<file path="config.mk">
export PLATFORM = sky130hd
export DESIGN_NAME = uart_tx_cfg
export DESIGN_NICKNAME = d
export VERILOG_FILES = /design/src/rtl/uart_tx_cfg.sv
export SDC_FILE = /design/constraint.sdc
export NUM_CORES = 1
export LEC_CHECK = 0
export CORE_ASPECT_RATIO = 0.6
export CORE_MARGIN = 2
export CORE_UTILIZATION = 46
export DETAILED_ROUTE_END_ITERATION = 10
export PLACE_DENSITY_LB_ADDON = 0.12
export SLEW_MARGIN = 20
export SYNTH_ARGS = -nofsm -noshare
export SYNTH_HDL_FRONTEND = slang
export SYNTH_SLANG_ARGS = --single-unit
</file>
<file path="constraint.sdc">
create_clock -name clk -period 2.2 [get_ports clk]
set_input_delay 0.33 -clock clk [delete_from_list [all_inputs] [get_ports clk]]
set_output_delay 0.33 -clock clk [all_outputs]
set_load 0.01 [all_outputs]
</file>
<file path="src/rtl/uart_tx_cfg.sv">
// rtl/uart_tx_cfg.sv - runtime-configurable UART transmitter (5-9 data bits, parity, 1/1.5/2 stop, break)
module uart_tx_cfg #(
    parameter int DBIT_MAX = 9,
    parameter int OVS      = 16
) (
    input  logic                clk,
    input  logic                rst_n,
    input  logic                s_tick,
    input  logic [DBIT_MAX-1:0] din,
    input  logic                tx_valid,
    output logic                tx_ready,
    input  logic [3:0]          cfg_dbits,
    input  logic [1:0]          cfg_parity,
    input  logic [1:0]          cfg_stop,
    input  logic                brk,
    output logic                tx_busy,
    output logic                tx_done_tick,
    output logic                tx
);
    localparam int SW = $clog2(2 * OVS);
    localparam logic [3:0]    DMAX      = 4'(DBIT_MAX);
    localparam logic [SW-1:0] S_BIT     = SW'(OVS - 1);
    localparam logic [SW-1:0] S_STOP1   = SW'(OVS - 1);
    localparam logic [SW-1:0] S_STOP15  = SW'(3 * OVS / 2 - 1);
    localparam logic [SW-1:0] S_STOP2   = SW'(2 * OVS - 1);

    typedef enum logic [2:0] {IDLE, START, DATA, PARITY, STOP, BREAK} state_t;

    state_t              state;
    logic [SW-1:0]       s;
    logic [3:0]          n;
    logic [3:0]          dbits;
    logic [DBIT_MAX-1:0] shift;
    logic                par_en;
    logic                par_bit;
    logic [1:0]          stop_sel;

    logic [3:0]          dbits_clamp;
    logic [DBIT_MAX-1:0] mask;
    logic                par_calc;
    logic [SW-1:0]       stop_last;

    always_comb begin
        if (cfg_dbits < 4'd5)
            dbits_clamp = 4'd5;
        else if (cfg_dbits > DMAX)
            dbits_clamp = DMAX;
        else
            dbits_clamp = cfg_dbits;
        for (int i = 0; i < DBIT_MAX; i++)
            mask[i] = (i < int'(dbits_clamp));
        par_calc = ^(din & mask);
        case (stop_sel)
            2'b00:   stop_last = S_STOP1;
            2'b01:   stop_last = S_STOP15;
            default: stop_last = S_STOP2;
        endcase
    end

    assign tx_ready = (state == IDLE) && !brk;
    assign tx_busy  = (state != IDLE);

    // tx is computed from the current state, so the line trails each state change by one clk
    always_ff @(posedge clk or negedge rst_n) begin
        if (!rst_n) begin
            state        <= IDLE;
            s            <= '0;
            n            <= '0;
            dbits        <= '0;
            shift        <= '0;
            par_en       <= 1'b0;
            par_bit      <= 1'b0;
            stop_sel     <= 2'b00;
            tx           <= 1'b1;
            tx_done_tick <= 1'b0;
        end else begin
            tx_done_tick <= 1'b0;
            case (state)
                IDLE: begin
                    tx <= 1'b1;
                    if (brk) begin
                        state <= BREAK;
                    end else if (tx_valid) begin
                        shift    <= din;
                        dbits    <= dbits_clamp;
                        par_en   <= (cfg_parity == 2'b01) || (cfg_parity == 2'b10);
                        par_bit  <= (cfg_parity == 2'b10) ? ~par_calc : par_calc;
                        stop_sel <= cfg_stop;
                        s        <= '0;
                        state    <= START;
                    end
                end
                START: begin
                    tx <= 1'b0;
                    if (s_tick) begin
                        if (s == S_BIT) begin
                            s     <= '0;
                            n     <= '0;
                            state <= DATA;
                        end else begin
                            s <= s + SW'(1);
                        end
                    end
                end
                DATA: begin
                    tx <= shift[0];
                    if (s_tick) begin
                        if (s == S_BIT) begin
                            s     <= '0;
                            shift <= shift >> 1;
                            if (n == dbits - 4'd1)
                                state <= par_en ? PARITY : STOP;
                            else
                                n <= n + 4'd1;
                        end else begin
                            s <= s + SW'(1);
                        end
                    end
                end
                PARITY: begin
                    tx <= par_bit;
                    if (s_tick) begin
                        if (s == S_BIT) begin
                            s     <= '0;
                            state <= STOP;
                        end else begin
                            s <= s + SW'(1);
                        end
                    end
                end
                STOP: begin
                    tx <= 1'b1;
                    if (s_tick) begin
                        if (s == stop_last) begin
                            s            <= '0;
                            tx_done_tick <= 1'b1;
                            state        <= IDLE;
                        end else begin
                            s <= s + SW'(1);
                        end
                    end
                end
                BREAK: begin
                    tx <= 1'b0;
                    // a break always ends with a single stop period, whatever the last frame used
                    if (!brk) begin
                        stop_sel <= 2'b00;
                        s        <= '0;
                        state    <= STOP;
                    end
                end
                default: state <= IDLE;
            endcase
        end
    end
endmodule

</file>
==> results of run 1 <==
-- per-stage QoR --
stage | cell area (sq um) | instances | util [%]
2_1_floorplan | 1900 | 210 | -
3_3_place_gp | 2220 | 284 | 55.2
6_report | 2340 | 292 | 58.1
5_1_grt | 2340 | 292 | 58.1
3_5_place_dp | 2220 | 284 | 55.2
4_1_cts | 2340 | 292 | 58.1
-- cell usage after synthesis (2+ instances only) --
cell type,number
clkbuf_1,4
inv_1,10
nand2_1,20
a22oi_1,4
nor4_1,2
o21ai_1,2
o21ai_0,18
mux2_2,2
nor3_1,4
dfrtp_1,30
xor2_1,4
buf_2,2
nor2_1,19
ha_1,6
and3_1,2
nand2b_1,4
or3_1,2
a21oi_1,14
mux2i_1,9
xnor2_1,13
o22ai_1,2
nor2b_1,2
nand3_1,8
-- kinds of logic (layout without fill, tap and decap cells) --
group | after synthesis | count (layout) | synth area share, %
fa+ha+maj | 6 | 6 | 3.96
xor+xnor | 17 | 17 | 7.84
simple gates | 75 | 75 | 20.5
flops | 31 | 31 | 40.9
buf+inv | 19 | 51 | 4.28
mux | 11 | 11 | 5.93
compound gates | 51 | 51 | 16.5
-- layout make-up --
class,instances,area [sq um]
tap,50,62.6
inverter,11,41.3
timing repair buffer,32,303
clock inverter,2,35.0
fill,365,1690
sequential,31,777
multi-input combinational,160,1040
clock buffer,6,82.6
-- metal layers --
metal	up-vias	part of all wire (%)	GRT usage, %
met2	32	39	28.0
met3	7	4.4	4.75
met4	0	1.9	9.38
met1	718	55	27.3
li1	805	-	-
met5	-	0	0
-- path summary, 6_finish.rpt --
path                       endpoint  slack, ps
min in group clk            par_bit        470
min reg2reg                 par_bit        470
max                        tx_ready        120
min                        shift[8]        440
max reg2reg                    n[3]        160
max in group asynchronous        tx       1440
-- where the power goes --
group / internal, mW / switching (mW) / leakage, nW / total (mW)
Clock: 0.366 / 0.235 / 0.0612 / 0.601
Combinational: 0.226 / 0.198 / 0.559 / 0.424
Sequential: 0.706 / 0.101 / 0.387 / 0.807
Total: 1.30 / 0.534 / 1.01 / 1.83
-- flip-flops by register name (all words and copies together) (netlist names) --
register,cells
tx,1
par_en,1
n,4
stop_sel,2
dbits,4
state,3
par_bit,1
tx_done_tick,1
shift,9
s,5
==> impl_metrics.ini, run 1 <==
[status]
status = finished clean

[clocking]
cts_resized = 0
cts_setup_buffers = 0
clock_path_buffers = 2
cts-root-buf = clkbuf_8
clock_latency_ps = 290
cts_buffers = 5
holdBufCountCts = 0
clkSlewWorstSetupHoldPaths_ps = 70
htree_levels = 2
clkSinkCount = 31
cts_tree = yes

[synthesis]
synth_cells = 210
ys_seq_area_share_pct = 40.9
syn_area_per_cell_sq_um = 9.04
synth_ff_type = dfrtp_1
synth-edff-count = 0
synth_cell_types = 50
netlist_area_sq_um = 1900
yosysTopAreaCell = dfrtp_1
async_flop_share_pct = 100
ys_ff_latch = 31
yosysTopAreaCellShare_pct = 39.6
syn_nets = 238
ys_top_cells_by_area = dfrtp_1, xnor2_1, mux2i_1
synth_warnings = 0

[placement]
gp_congestion = 0.821
dp_hpwl_um = 2840
pre_cts_slack_ps = 189
portBuffers = 25

[routing]
post_drt_wl_per_cell_um = 13.5
vias = 1562
via_per_inst = 5.35
drt.antenna.violating_nets = 0
dr.pass1.iters = 4
post-route-drc-count = 0
wl_um = 3930
first_iter_violations = 71

[global_route]
grt_pass1_wl_um = 6620
first_global_vias = 1423
track_usage_pct = 19.3
grt_start_max_net_pins = 32
antenna_found_initial = 0
grt_overflow = 0

[sta]
hold_viol_final = 0
setup_viol = 0
fin_crit_ps = 2080
worst_slew_pin_slew_ps = 471
slew_violations = 0
fin_crit_sh_pct = 94.5
grt_setup_unrepaired = false
finalWorstSetupSlack_ps = 121
relSlewSlack_pct = 68.6
whs_ps = 436
fmaxAchievable_mhz = 481
fin_worst_skew_ps = 4.81
setup-tns-final_ps = 0

[setup_path]
cp-start-kind = register
timing.rr.start = s[0]
path_depth = 2
crit_required_ps = 1870
worst-path-buf-inv = 1
cp_slowest_stage_delay_ps = 580
worstRegToRegCells = 9
critPathTopFamily = buffers and inverters
critPathCaptureType = output pin
critPathArrivalTime_ps = 1750
cp_max_fo = 15
critPathLaunch = state[0]
slowest_stage = clkdlybuf4s50_1
path_cells = nor4_1 > clkdlybuf4s50_1
worstSetupPathType = reg2out

[die]
die_x_um = 86.9
ios = 26
coreArea_sq_um = 4030
die_area_sq_um = 4670
die_y_um = 53.8
rows = 18
start_util_pct = 47.1

[layout]
layout_common_cells = dfrtp_1, clkdlybuf4s50_1, nand2_1
nets = 269
n_antenna_cell = 0
mostFrequentLayoutCell = dfrtp_1
syn_to_final_growth_pct = 23.3
drive_above_1_share_pct = 9.92

[power_and_ir_drop]
power_density_nw_per_um2 = 783
p_leak_nw = 1.01
total_power_mw = 1.83
vdd_drop_max_mv = 0.396

[hold_path]
hold_class = in2async

[run]
maxCapViolCount = 0
Power figures use the tool's default switching activity.
==> inputs of run 2 (changes only) <==
--- a/config.mk
+++ b/config.mk
@@ -8,7 +8,9 @@
 export CORE_ASPECT_RATIO = 0.6
 export CORE_MARGIN = 2
 export CORE_UTILIZATION = 46
+export CTS_BUF_LIST = sky130_fd_sc_hd__clkbuf_4
 export DETAILED_ROUTE_END_ITERATION = 10
+export GPL_ROUTABILITY_DRIVEN = 0
 export PLACE_DENSITY_LB_ADDON = 0.12
 export SLEW_MARGIN = 20
 export SYNTH_ARGS = -nofsm -noshare
==> impl_metrics.ini, run 2 (same netlist as run 1, synthesis figures left out) <==
[status]
status = finished clean

[placement]
pre_cts_slack_ps = 189
portBuffers = 25
place_area_sq_um = 2220
dp_hpwl_um = 2840
place_inst = 284

[layout]
fin_cells = 292
post-route-util_pct = 57.1
mostFrequentLayoutCell = dfrtp_1
n_antenna_cell = 0
layout_common_cells = dfrtp_1, clkdlybuf4s50_1, nand2_1
nets = 269
finalInstanceArea_sq_um = 2300
reg_top3 = shift x9, s x5
largest_register_ffs = 9
drive_above_1_share_pct = 9.92
regMostFlops = shift
syn_to_final_growth_pct = 21.2

[setup_path]
worstSetupPathType = reg2out
critPathArrivalTime_ps = 1760
cp-start-kind = register
crit_required_ps = 1870
cp_max_fo = 13
critPathCaptureType = output pin

[sta]
hold_viol_final = 0
fmaxAchievable_mhz = 479
relSlewSlack_pct = 70.8
fin_crit_sh_pct = 94.9
fin_crit_ps = 2090
setup_viol = 0
setup-tns-final_ps = 0
finalWorstSetupSlack_ps = 112
slew_violations = 0
grt_setup_unrepaired = false
whs_ps = 374
fin_worst_skew_ps = 15.0
worst_slew_pin_slew_ps = 433

[routing]
wl_um = 3910
first_iter_violations = 62
post_drt_wl_per_cell_um = 13.4
via_per_inst = 5.36
vias = 1565
drt.antenna.violating_nets = 0
post-route-drc-count = 0
dr.pass1.iters = 4

[global_route]
first_global_vias = 1445
grt_start_max_net_pins = 32
antenna_found_initial = 0
track_usage_pct = 19.0
grt_pass1_wl_um = 6640
grt_overflow = 0

[run]
maxCapViolCount = 0

[power_and_ir_drop]
total_power_mw = 1.69
power_density_nw_per_um2 = 732
comb_power_share_pct = 25.2
clkPwrFrac_pct = 26.9
p_sw_share_pct = 30.9
power.switching_mw = 0.520
p_seq_share_pct = 47.9
p_int_mw = 1.17
vdd_drop_max_mv = 0.401
p_leak_nw = 0.986

[clocking]
clkSinkCount = 31
cts-root-buf = clkbuf_4
clkSlewWorstSetupHoldPaths_ps = 110
clock_path_buffers = 2
clock_latency_ps = 350
cts_buffers = 5
htree_levels = 2
cts_tree = yes
cts_setup_buffers = 0

[die]
rows = 18
die_y_um = 53.8
ios = 26
coreArea_sq_um = 4030
start_util_pct = 47.1
die_x_um = 86.9
die_area_sq_um = 4670

[hold_path]
hold_class = in2async
[run 2: worst max-delay path, stage by stage, from the launching register on]
cell	delay [ps]
dfrtp_1	550
nor4_1	290
clkdlybuf4s50_1	580
[run 2: per-layer routing]
layer  part of all wire [%]  up-vias  GRT usage, %
met1                     55      723          27.3
met4                   0.92        0          6.25
li1                       -      807             -
met5                      0        -             0
met2                     39       30          28.2
met3                    4.5        5          4.75
[run 2: layout make-up]
type	count	area (sq um)
Multi-Input combinational cell	160	1040
Tap cell	50	62.6
Timing Repair Buffer	32	303
Clock inverter	3	38.8
Inverter	11	41.3
Clock buffer	5	37.5
Fill cell	370	1730
Sequential cell	31	778
[run 2: path summary, 6_finish.rpt]
path | cells past startpoint | endpoint | slack [ps] | startpoint
worst max-delay path | 2 | tx_ready | 110 | state[1]
worst min-delay path | 2 | state[1] | 370 | rst_n
worst max register to register | 9 | n[3] | 160 | s[0]
worst min register to register | 2 | par_bit | 480 | par_bit
max in group asynchronous | 2 | tx | 1500 | rst_n
min in group clk | 2 | par_bit | 480 | par_bit
[run 2: repair_timing]
item	CTS	global route
resized for setup	0	1
endpoints found under the setup margin	0	2
hold buffers	0	0
[run 2: power groups by stage]
stage	logic [mW]	clock network [mW]	registers, mW
floorplan	0.296	0	0.800
global placement	0.425	0	0.817
detailed placement	0.428	0	0.818
CTS	0.431	0.458	0.806
global route	0.486	0.484	0.828
finish	0.425	0.453	0.807
==> inputs of run 3 (changes only) <==
--- a/config.mk
+++ b/config.mk
@@ -6,7 +6,7 @@
 export NUM_CORES = 1
 export LEC_CHECK = 0
 export CORE_ASPECT_RATIO = 0.6
-export CORE_MARGIN = 2
+export CORE_MARGIN = 5
 export CORE_UTILIZATION = 46
 export CTS_BUF_LIST = sky130_fd_sc_hd__clkbuf_4
 export DETAILED_ROUTE_END_ITERATION = 10
==> impl_metrics.ini, run 3 (same netlist as run 1, synthesis figures left out) <==
[status]
status = finished clean

[routing]
dr.pass1.iters = 4
vias = 1573
via_per_inst = 5.35
post-route-drc-count = 0
first_iter_violations = 97
wl_um = 4060
drt.antenna.violating_nets = 0
post_drt_wl_per_cell_um = 13.8

[sta]
relSlewSlack_pct = 72.0
setup-tns-final_ps = 0
worst_slew_pin_slew_ps = 414
whs_ps = 369
hold_viol_final = 0
fin_crit_ps = 2100
fmaxAchievable_mhz = 477
fin_worst_skew_ps = 17.3
grt_setup_unrepaired = false
setup_viol = 0
slew_violations = 0
fin_crit_sh_pct = 95.2

[die]
ios = 26
die_y_um = 59.8
die_x_um = 92.9
rows = 18
coreArea_sq_um = 4050
die_area_sq_um = 5550
start_util_pct = 46.8

[setup_path]
critPathCaptureType = output pin
critPathArrivalTime_ps = 1770
worstRegToRegCells = 9
cp-start-kind = register
cp_max_fo = 13
worstSetupPathType = reg2out
crit_required_ps = 1870

[clocking]
cts_setup_buffers = 0
htree_levels = 2
cts_buffers = 5
cts_resized = 0
clkSlewWorstSetupHoldPaths_ps = 110
clkSinkCount = 31
clock_path_buffers = 2
cts_tree = yes
holdBufCountCts = 0
cts-root-buf = clkbuf_4
clock_latency_ps = 350

[global_route]
grt_overflow = 0
track_usage_pct = 16.1
first_global_vias = 1497
grt_start_max_net_pins = 32
grt_pass1_wl_um = 6950
antenna_found_initial = 0

[layout]
layout_common_cells = dfrtp_1, clkdlybuf4s50_1, nand2_1
mostFrequentLayoutCell = dfrtp_1
drive_above_1_share_pct = 10.2
nets = 271
reg_top3 = shift x9, s x5
n_antenna_cell = 0
fin_cells = 294
syn_to_final_growth_pct = 20.8
largest_register_ffs = 9
regMostFlops = shift

[power_and_ir_drop]
p_leak_nw = 0.988
power.switching_mw = 0.516
vdd_drop_max_mv = 0.376
comb_power_share_pct = 27.3
clkPwrFrac_pct = 21.5
p_sw_share_pct = 32.6
p_seq_share_pct = 51.1
total_power_mw = 1.58
p_int_mw = 1.07
power_density_nw_per_um2 = 691

[hold_path]
hold_class = in2async

[placement]
portBuffers = 25
dp_hpwl_um = 3050
place_inst = 286

[run]
maxCapViolCount = 0
-- run 3: changes by cell type in the layout (fill, tap and decap cells not counted) --
cell       before  now
buf_4           7    9
bufinv_16       1    0
clkbuf_4        5    6
dfrtp_1        29   30
dfrtp_2         1    0
-- run 3: per-stage QoR --
step	cell area (sq um)	util, %	setup WS [ps]
global placement	2240	55.2	242
detailed placement	2240	55.2	162
CTS	2290	56.5	103
floorplan	1900	-	346
finish	2290	56.5	105
global route	2290	56.5	38.4
-- run 3: worst max-delay path, stage by stage (launching register included) --
cell,delay [ps]
dfrtp_1,550
nor4_1,290
clkdlybuf4s50_1,580
-- run 3: worst paths after layout --
| path | start | endpoint | slack (ps) |
|---|---|---|---|
| setup / recovery | state[1] | tx_ready | 100 |
| hold / removal | rst_n | dbits[3] | 370 |
| setup reg to reg | s[0] | n[3] | 200 |
| hold reg to reg | par_bit | par_bit | 500 |
| max in group asynchronous | rst_n | tx | 1510 |
| min in group clk | par_bit | par_bit | 500 |
-- run 3: per-layer routing --
metal  track usage (%)  up-vias  share of wire [%]
li1                  -      805                  -
met1              23.5      718                 54
met2              22.2       43                 38
met3              4.65        7                6.1
met4              6.47        0                1.6
met5                 0        -                  0
-- run 3: layout make-up --
cell class	instances	area, sq um
multi-input cells	160	1040
flip-flops and latches	31	777
clock inverters	2	8.76
well taps	50	62.6
repair buffers	34	318
fillers	373	1760
clock buffers	6	45.0
inverters	11	41.3
-- run 3: power by group through the flow --
stage / Clock [mW] / Combinational [mW] / Sequential, mW
finish: 0.341 / 0.433 / 0.810
global route: 0.373 / 0.497 / 0.834
CTS: 0.349 / 0.438 / 0.810
detailed placement: 0 / 0.432 / 0.821
global placement: 0 / 0.428 / 0.816
floorplan: 0 / 0.296 / 0.800
